--- config.mk ---
export PLATFORM = sky130hd
export DESIGN_NAME = shiftreg_fifo_mc_flat
export DESIGN_NICKNAME = d
export VERILOG_FILES = /design/src/rtl/shiftreg_fifo_mc_if.sv /design/src/rtl/shiftreg_fifo_mc.sv /design/src/flat_wrapper.sv
export SDC_FILE = /design/constraint.sdc
export NUM_CORES = 1
export LEC_CHECK = 0
export BUFFER_PORTS_ARGS = -buffer_cell sky130_fd_sc_hd__buf_2
export CORE_ASPECT_RATIO = 0.8
export CORE_UTILIZATION = 55
export DETAILED_ROUTE_END_ITERATION = 10
export GPL_TIMING_DRIVEN = 0
export HOLD_SLACK_MARGIN = 0.1
export MAX_ROUTING_LAYER = met4
export PLACE_DENSITY_LB_ADDON = 0.12
export SLEW_MARGIN = 20
export SYNTH_ARGS = -nofsm -noshare
export SYNTH_HDL_FRONTEND = slang
export SYNTH_SLANG_ARGS = --single-unit
--- constraint.sdc ---
create_clock -name clk -period 4.7 [get_ports clk]
set_input_delay 0.94 -clock clk [delete_from_list [all_inputs] [get_ports clk]]
set_output_delay 0.94 -clock clk [all_outputs]
set_load 0.005 [all_outputs]
--- src/rtl/shiftreg_fifo_mc_if.sv ---
// Handshake bundle for the multi-channel shift-register FIFO.
// Channel c occupies slice [c*W +: W] of every packed bus.
interface shiftreg_fifo_mc_if #(
    parameter int DATA_WIDTH = 8,
    parameter int ADDR_WIDTH = 4,
    parameter int NUM_CH     = 2
);
    logic [NUM_CH-1:0]                  if_write;
    logic [NUM_CH*DATA_WIDTH-1:0]       if_din;
    logic [NUM_CH-1:0]                  if_full_n;
    logic [NUM_CH-1:0]                  if_read;
    logic [NUM_CH*DATA_WIDTH-1:0]       if_dout;
    logic [NUM_CH-1:0]                  if_empty_n;
    logic [NUM_CH*(ADDR_WIDTH+1)-1:0]   if_num_data_valid;
    logic [NUM_CH-1:0]                  if_almost_full;
    logic [NUM_CH-1:0]                  flush;

    // Producer/consumer side
    modport master (
        output if_write, if_din, if_read, flush,
        input  if_full_n, if_dout, if_empty_n, if_num_data_valid, if_almost_full
    );

    // FIFO side
    modport slave (
        input  if_write, if_din, if_read, flush,
        output if_full_n, if_dout, if_empty_n, if_num_data_valid, if_almost_full
    );
endinterface

--- src/rtl/shiftreg_fifo_mc.sv ---
// Multi-channel first-word-fall-through FIFO. Each channel is a shift-on-write
// store (no reset, so it maps onto SRLs) read at address cnt-1, with registered
// full/empty/almost-full flags derived from the next occupancy.
module shiftreg_fifo_mc #(
    parameter int DATA_WIDTH = 8,
    parameter int ADDR_WIDTH = 4,
    parameter int DEPTH      = 16,
    parameter int NUM_CH     = 2,
    parameter int AF_THRESH  = 14
) (
    input  logic                 clk,
    input  logic                 reset,
    shiftreg_fifo_mc_if.slave    bus
);
    localparam int CW = ADDR_WIDTH + 1;

    for (genvar c = 0; c < NUM_CH; c++) begin : g_ch
        logic [DATA_WIDTH-1:0] store [DEPTH];
        logic [CW-1:0]         cnt;
        logic [CW-1:0]         cnt_nxt;
        logic                  full_n_q;
        logic                  empty_n_q;
        logic                  af_q;
        logic                  push;
        logic                  pop;
        logic [ADDR_WIDTH-1:0] rd_addr;

        // Flush wins, so a flushed push must not shift the store either.
        assign push = bus.if_write[c] & full_n_q & ~bus.flush[c];
        assign pop  = bus.if_read[c]  & empty_n_q;

        // Occupancy update; simultaneous push and pop holds the count.
        always_comb begin
            cnt_nxt = cnt;
            if (bus.flush[c])
                cnt_nxt = '0;
            else if (push && !pop)
                cnt_nxt = cnt + CW'(1);
            else if (pop && !push)
                cnt_nxt = cnt - CW'(1);
        end

        // Shift-on-write store; deliberately unreset so it infers SRL.
        always_ff @(posedge clk) begin
            if (push) begin
                store[0] <= bus.if_din[c*DATA_WIDTH +: DATA_WIDTH];
                for (int i = 1; i < DEPTH; i++)
                    store[i] <= store[i-1];
            end
        end

        // Count and flags registered from the next occupancy.
        always_ff @(posedge clk or posedge reset) begin
            if (reset) begin
                cnt       <= '0;
                full_n_q  <= 1'b1;
                empty_n_q <= 1'b0;
                af_q      <= 1'b0;
            end else begin
                cnt       <= cnt_nxt;
                full_n_q  <= (cnt_nxt != CW'(DEPTH));
                empty_n_q <= (cnt_nxt != '0);
                af_q      <= (cnt_nxt >= CW'(AF_THRESH));
            end
        end

        // Head sits at cnt-1; only meaningful while non-empty.
        assign rd_addr = ADDR_WIDTH'(cnt - CW'(1));

        assign bus.if_dout[c*DATA_WIDTH +: DATA_WIDTH] = empty_n_q ? store[rd_addr] : '0;
        assign bus.if_full_n[c]                        = full_n_q;
        assign bus.if_empty_n[c]                       = empty_n_q;
        assign bus.if_almost_full[c]                   = af_q;
        assign bus.if_num_data_valid[c*CW +: CW]       = cnt;
    end
endmodule

--- src/flat_wrapper.sv ---
// flat-port wrapper written by rule: the top's interface ports become plain ports
module shiftreg_fifo_mc_flat 
#(
    parameter int DATA_WIDTH = 8,
    parameter int ADDR_WIDTH = 4,
    parameter int DEPTH      = 16,
    parameter int NUM_CH     = 2,
    parameter int AF_THRESH  = 14
)
  (clk, reset, bus_if_write, bus_if_din, bus_if_read, bus_flush, bus_if_full_n, bus_if_dout, bus_if_empty_n, bus_if_num_data_valid, bus_if_almost_full);
  shiftreg_fifo_mc_if #(.DATA_WIDTH(DATA_WIDTH), .ADDR_WIDTH(ADDR_WIDTH), .NUM_CH(NUM_CH)) bus_i ();
  input  logic clk;
  input  logic reset;
  input wire logic [$bits(bus_i.if_write)-1:0] bus_if_write;
  input wire logic [$bits(bus_i.if_din)-1:0] bus_if_din;
  input wire logic [$bits(bus_i.if_read)-1:0] bus_if_read;
  input wire logic [$bits(bus_i.flush)-1:0] bus_flush;
  output wire logic [$bits(bus_i.if_full_n)-1:0] bus_if_full_n;
  output wire logic [$bits(bus_i.if_dout)-1:0] bus_if_dout;
  output wire logic [$bits(bus_i.if_empty_n)-1:0] bus_if_empty_n;
  output wire logic [$bits(bus_i.if_num_data_valid)-1:0] bus_if_num_data_valid;
  output wire logic [$bits(bus_i.if_almost_full)-1:0] bus_if_almost_full;
  assign bus_i.if_write = bus_if_write;
  assign bus_i.if_din = bus_if_din;
  assign bus_i.if_read = bus_if_read;
  assign bus_i.flush = bus_flush;
  assign bus_if_full_n = bus_i.if_full_n;
  assign bus_if_dout = bus_i.if_dout;
  assign bus_if_empty_n = bus_i.if_empty_n;
  assign bus_if_num_data_valid = bus_i.if_num_data_valid;
  assign bus_if_almost_full = bus_i.if_almost_full;
  shiftreg_fifo_mc #(.DATA_WIDTH(DATA_WIDTH), .ADDR_WIDTH(ADDR_WIDTH), .DEPTH(DEPTH), .NUM_CH(NUM_CH), .AF_THRESH(AF_THRESH)) u_core (.clk(clk), .reset(reset), .bus(bus_i));
endmodule
**Word-level counts from Yosys, hierarchy flattened**

Memory sizes are Yosys's and may differ from the RTL's.
Index checks and enable logic that the tools add are counted.

- Register bits: 16
- RAM bits: 256
- Word-level logic and storage cells: 48
- Memories: 2

Memory list:

| memory | words | bits a word | rd ports | clocked after memory_dff | wr ports | RTL line | source |
|---|---|---|---|---|---|---|---|
| u_core.g_ch[0].store | 16 | 8 | 16 | 0 | 16 | shiftreg_fifo_mc.sv:18 | `logic [DATA_WIDTH-1:0] store [DEPTH];` |
| u_core.g_ch[1].store | 16 | 8 | 16 | 0 | 16 | shiftreg_fifo_mc.sv:18 |  |

- Add/sub/neg operators: 4
- Order comparisons: 2
- Eq/ne operators: 2
- Multiplexer cells: 12
- Bitwise gates (word level): 8
- Reductions and logical operators: 10

Operators with widths:

| cell | number |
|---|---|
| $mux 5 | 6 |
| $mux 8 | 2 |
| $add 5x1->5 const B | 2 |
| $ge 5x4->1 const B | 2 |
| $ne 5x5->1 const B | 2 |
| $reduce_bool 5->1 | 2 |
| $sub 5x1->5 const B | 2 |
| $and 1x1->1 | 6 |
| $logic_and 1x1->1 | 4 |
| $logic_not 1->1 | 4 |
| $mux 1 | 4 |
| $not 1->1 | 2 |

**Longest topological paths before layout**

- Depth after elaboration: 8
- Gate-level depth with buffers: 10

**Worst setup path before layout**

No wires, ideal clock.

- Path type: input port to flip-flop
- From: in bus_flush[1]
- To: mem u_core.g_ch[1].store[0][0], enable pin
- Data arrival time: 3.775 ns
- Required time: 4.219 ns
- Slack: 0.444 ns
- Cell stages on the path: 2
- Buffers on the path: 0
- Cell sequence: nand3b_1 inv_1

RTL lines:

| what | RTL line | source |
|---|---|---|
| start: declaration | flat_wrapper.sv:17 | `input wire logic [$bits(bus_i.flush)-1:0] bus_flush;` |
| end: declaration | shiftreg_fifo_mc.sv:18 |  |

**Worst setup path in the final report**

- From: reg u_core.g_ch[1].cnt[0]
- To: out bus_if_dout[9]

- Word-level cells in the longest chain between the ends: 3

RTL lines:

| what | RTL line | source |
|---|---|---|
| start: declaration | shiftreg_fifo_mc.sv:19 | `logic [CW-1:0] cnt;` |
| start signal: assignment | shiftreg_fifo_mc.sv:60 | `cnt <= cnt_nxt;` |
| $sub 5x1->5 | - |  |
| $mem_v2 16x8 | - |  |
| $mux 8 | shiftreg_fifo_mc.sv:70 | `assign bus.if_dout[c*DATA_WIDTH +: DATA_WIDTH] = empty_n_q ? store[rd_addr] : '0;` |
| end: declaration | flat_wrapper.sv:19 | `output wire logic [$bits(bus_i.if_dout)-1:0] bus_if_dout;` |

Every way passes these cells.

==> summary.txt <==
Global routing
  • Number of global-route vias before repair: 5270
  • Overflow left after global routing: 0
  • First-pass GRT wire length: 30060 um
  • Largest net degree at the start of global routing: 96
  • Tot GR Track Use: 0.2007
  • Initial antenna violation count: 0

Clock tree
  • Clock Sinks: 272
  • Setup fix buffers added after clock tree synthesis: 0
  • CTS buffer count: 26
  • Post-CTS Hold Fix Bufs: 0
  • # H-tree levels: 1
  • Clk_lat worst skew: ~520 ps
  • CTS root buffer: clkbuf_16
  • Post-CTS Resized: 6
  • Longest Clk Path Bufs: 3
  • Clock tree from TritonCTS: yes
  • CTS clk-pin slew, worst paths: 70 ps

Synth
  • Post-synth EDFFs: between 200 and 300
  • Netlist Area Pre-Place: approximately 0.011 mm^2
  • Syn Area/Cell: between 20 and 25 um^2
  • Asr flop ratio synth: 0.05882
  • Synth top area share: 0.7058
  • Post-synth cell types: 48
  • Ys Warns: 0
  • Post-synth top area cell: edfxtp_1
  • Most frequent cells after synthesis: edfxtp_1, mux4_2, nand2_1, dfrtp_1, nand3_1
  • Post-Synthesis Cells: 538
  • Sequential area share after synthesis: 0.7428
  • Most numerous cell in the Yosys netlist: edfxtp_1
  • Post-synth top flop: edfxtp_1
  • FF+latch count, synth: 272
  • Largest cells by area after synthesis: edfxtp_1, mux4_2, dfrtp_1
  • Syn_nets: 566

Power
  • Leakage: 4.307 nW
  • Total power: 7.475 mW
  • NetSw: 2.248 mW
  • Switching Fraction: 0.3007
  • Power Internal: 5.227 mW
  • Comb pwr share: 0.330
  • Peak VDD IR: 0.3133 mV
  • Power Density: between 600 and 700 mW/mm^2
  • Sequential power share: 0.402
  • Clock share of power: 0.268

Setup path
  • Data required, critical path: 3760 ps
  • CP Capture Type: output pin
  • Top Family by Delay on Critical Path: buffers and inverters
  • CP max stage delay: ~500 ps
  • Crit Reg-Reg Startpoint: u_core.g_ch[1].cnt[0]
  • Setup crit start kind: register
  • Peak fanout along the critical path: 10
  • CP cell instances: buf_6 -> clkbuf_4 -> inv_1 -> ha_2 -> buf_2 -> mux4_2 -> mux4_2 -> and2_1 -> buf_2
  • CP arrival: approximately 3600 ps
  • Bufs and invs on worst path: 5
  • Slowest CP cell: ha_2
  • WS Path Type: register to output pin
  • Critical Path Start: u_core.g_ch[1].cnt[0]

STA
  • Worst Tran Pin Value: between 700 and 800 ps
  • Unrepaired setup endpoints after global routing: false
  • Final setup TNS: 0 ps
  • Count of pins over their slew limit: 0
  • Final setup vio count: 0
  • Fin Clk Skew: just under 9 ps
  • Hold slack: 442.9 ps
  • Post-layout min period: 4522 ps
  • F_max: 0.2211 GHz
  • Final Worst Setup Slack: 177.6 ps
  • Slew headroom: 0.5084
  • Period utilization: 0.9622
  • Final Hold Viols: 0

Worst hold path
  • Min-Delay Path Class: register to register
  • Worst hold start: u_core.g_ch[0].store[6][3]

Detailed routing
  • Via Count: approximately 5300
  • Detailed Route WL: 18750 um
  • Drc violations: 0
  • Average routed wire per standard cell: roughly 21 um
  • Initial DRC count: 659
  • First drt pass iteration count: 5
  • Post-route ant nets: 0
  • Vias per cell: 5.851

Status
  • Status: complete, no violations

Placed design
  • IO buf count: 55
  • Placed cell count: ~850
  • Area post-placement: 0.01157 mm^2
  • Pre-CTS setup slack: -71.70 ps
  • RD Place Congestion: 0.8812
  • Dpl hpwl: roughly 12000 um

Floorplanning
  • Core area: 0.01920 mm^2
  • Chip Height: 127.9 um
  • Rows: between 40 and 50
  • Ports: 56
  • Area of the die: between 0.02 and 0.025 mm^2
  • Die W: 159.3 um
  • Starting density of the core: 0.5673

Cells and area
  • Multi-input gate area: about 0.0026 mm^2
  • Fraction of layout cells with a size suffix above 1: 0.3037
  • Design area: between 0.01 and 0.015 mm^2
  • Post-route non-filler standard cell count: 900
  • Fin util: 0.6462
  • FF/Latch Area: 0.008090 mm^2
  • # diodes: 0
  • Syn-to-layout area delta: 13.91%
  • FILL cells: around 1300
  • Nets: between 600 and 700

Job
  • Max Cap Viol: 0
==> logic make-up (layout without fill, tap and decap cells) <==
logic type | count (synthesis) | after routing | share of synthesized area
flip-flops | 272 | 272 | 0.7428
XOR/XNOR | 12 | 12 | 0.009650
AO/OA/AOI/OAI | 17 | 17 | 0.01137
AND/OR/NAND/NOR | 116 | 116 | 0.05790
multiplexers | 76 | 76 | 0.1547
buffers and inverters | 41 | 145 | 0.01895
adder cells (fa/ha/maj) | 4 | 4 | 0.004595
==> final timing paths <==
| check | cells past startpoint | slack, ps | end |
|---|---|---|---|
| max | 9 | 180 | bus_if_dout[9] |
| min | 0 | 440 | u_core.g_ch[0].store[7][3] |
| max reg2reg | 9 | 2010 | u_core.g_ch[1].af_q |
| min reg2reg | 0 | 440 | u_core.g_ch[0].store[7][3] |
| max in group asynchronous | 2 | 3820 | u_core.g_ch[0].cnt[3] |
| min in group asynchronous | 2 | 490 | u_core.g_ch[1].empty_n_q |
==> per-layer routing <==
layer | wire length, um | global-route usage | vias to the layer above
met2 | 8317 | 0.2789 | 157
met1 | 9060 | 0.3136 | 2707
met5 | 0 | - | -
met4 | 337 | 0.04638 | 0
met3 | 1038 | 0.03397 | 32
li1 | - | - | 2370
==> cell type report <==
cell class | count | share of cell area
Clock buffer | 27 | 0.05446
Timing Repair Buffer | 57 | 0.02662
Clock inverter | 21 | 0.01210
Tap cell | 258 | 0.02602
Buffer | 29 | 0.01402
Multi-Input combinational cell | 225 | 0.2106
Inverter | 11 | 0.004135
Sequential cell | 272 | 0.6521
==> sequential cells by signal, indices dropped and copies added, names as in the netlist <==
signal	count
u_core.g_ch.store	256
u_core.g_ch.cnt	10
u_core.g_ch.af_q	2
u_core.g_ch.empty_n_q	2
u_core.g_ch.full_n_q	2
==> placed cells by master (no fill, tap or decap), types with 9 or more instances in the layout <==
master | Yosys | final
clkbuf_16 | 0 | 27
clkinv_1 | 0 | 9
mux4_2 | 66 | 66
nand3_1 | 14 | 14
inv_1 | 10 | 9
dfrtp_1 | 14 | 14
edfxtp_1 | 256 | 256
nand3b_1 | 10 | 10
and3_1 | 12 | 12
and2_1 | 10 | 10
buf_2 | 7 | 62
nand2_1 | 40 | 40
==> power by group through the flow <==
stage / combinational (mW) / sequential, mW / clock [mW]
floorplan: 1.71 / 3.02 / 0
global placement: 2.41 / 3.05 / 0
detailed placement: 2.48 / 3.05 / 0
CTS: 2.50 / 3.00 / 2.05
global route: 2.68 / 3.03 / 2.14
finish: 2.47 / 3.01 / 2.00
No activity file was read; power rests on OpenSTA's default activity.
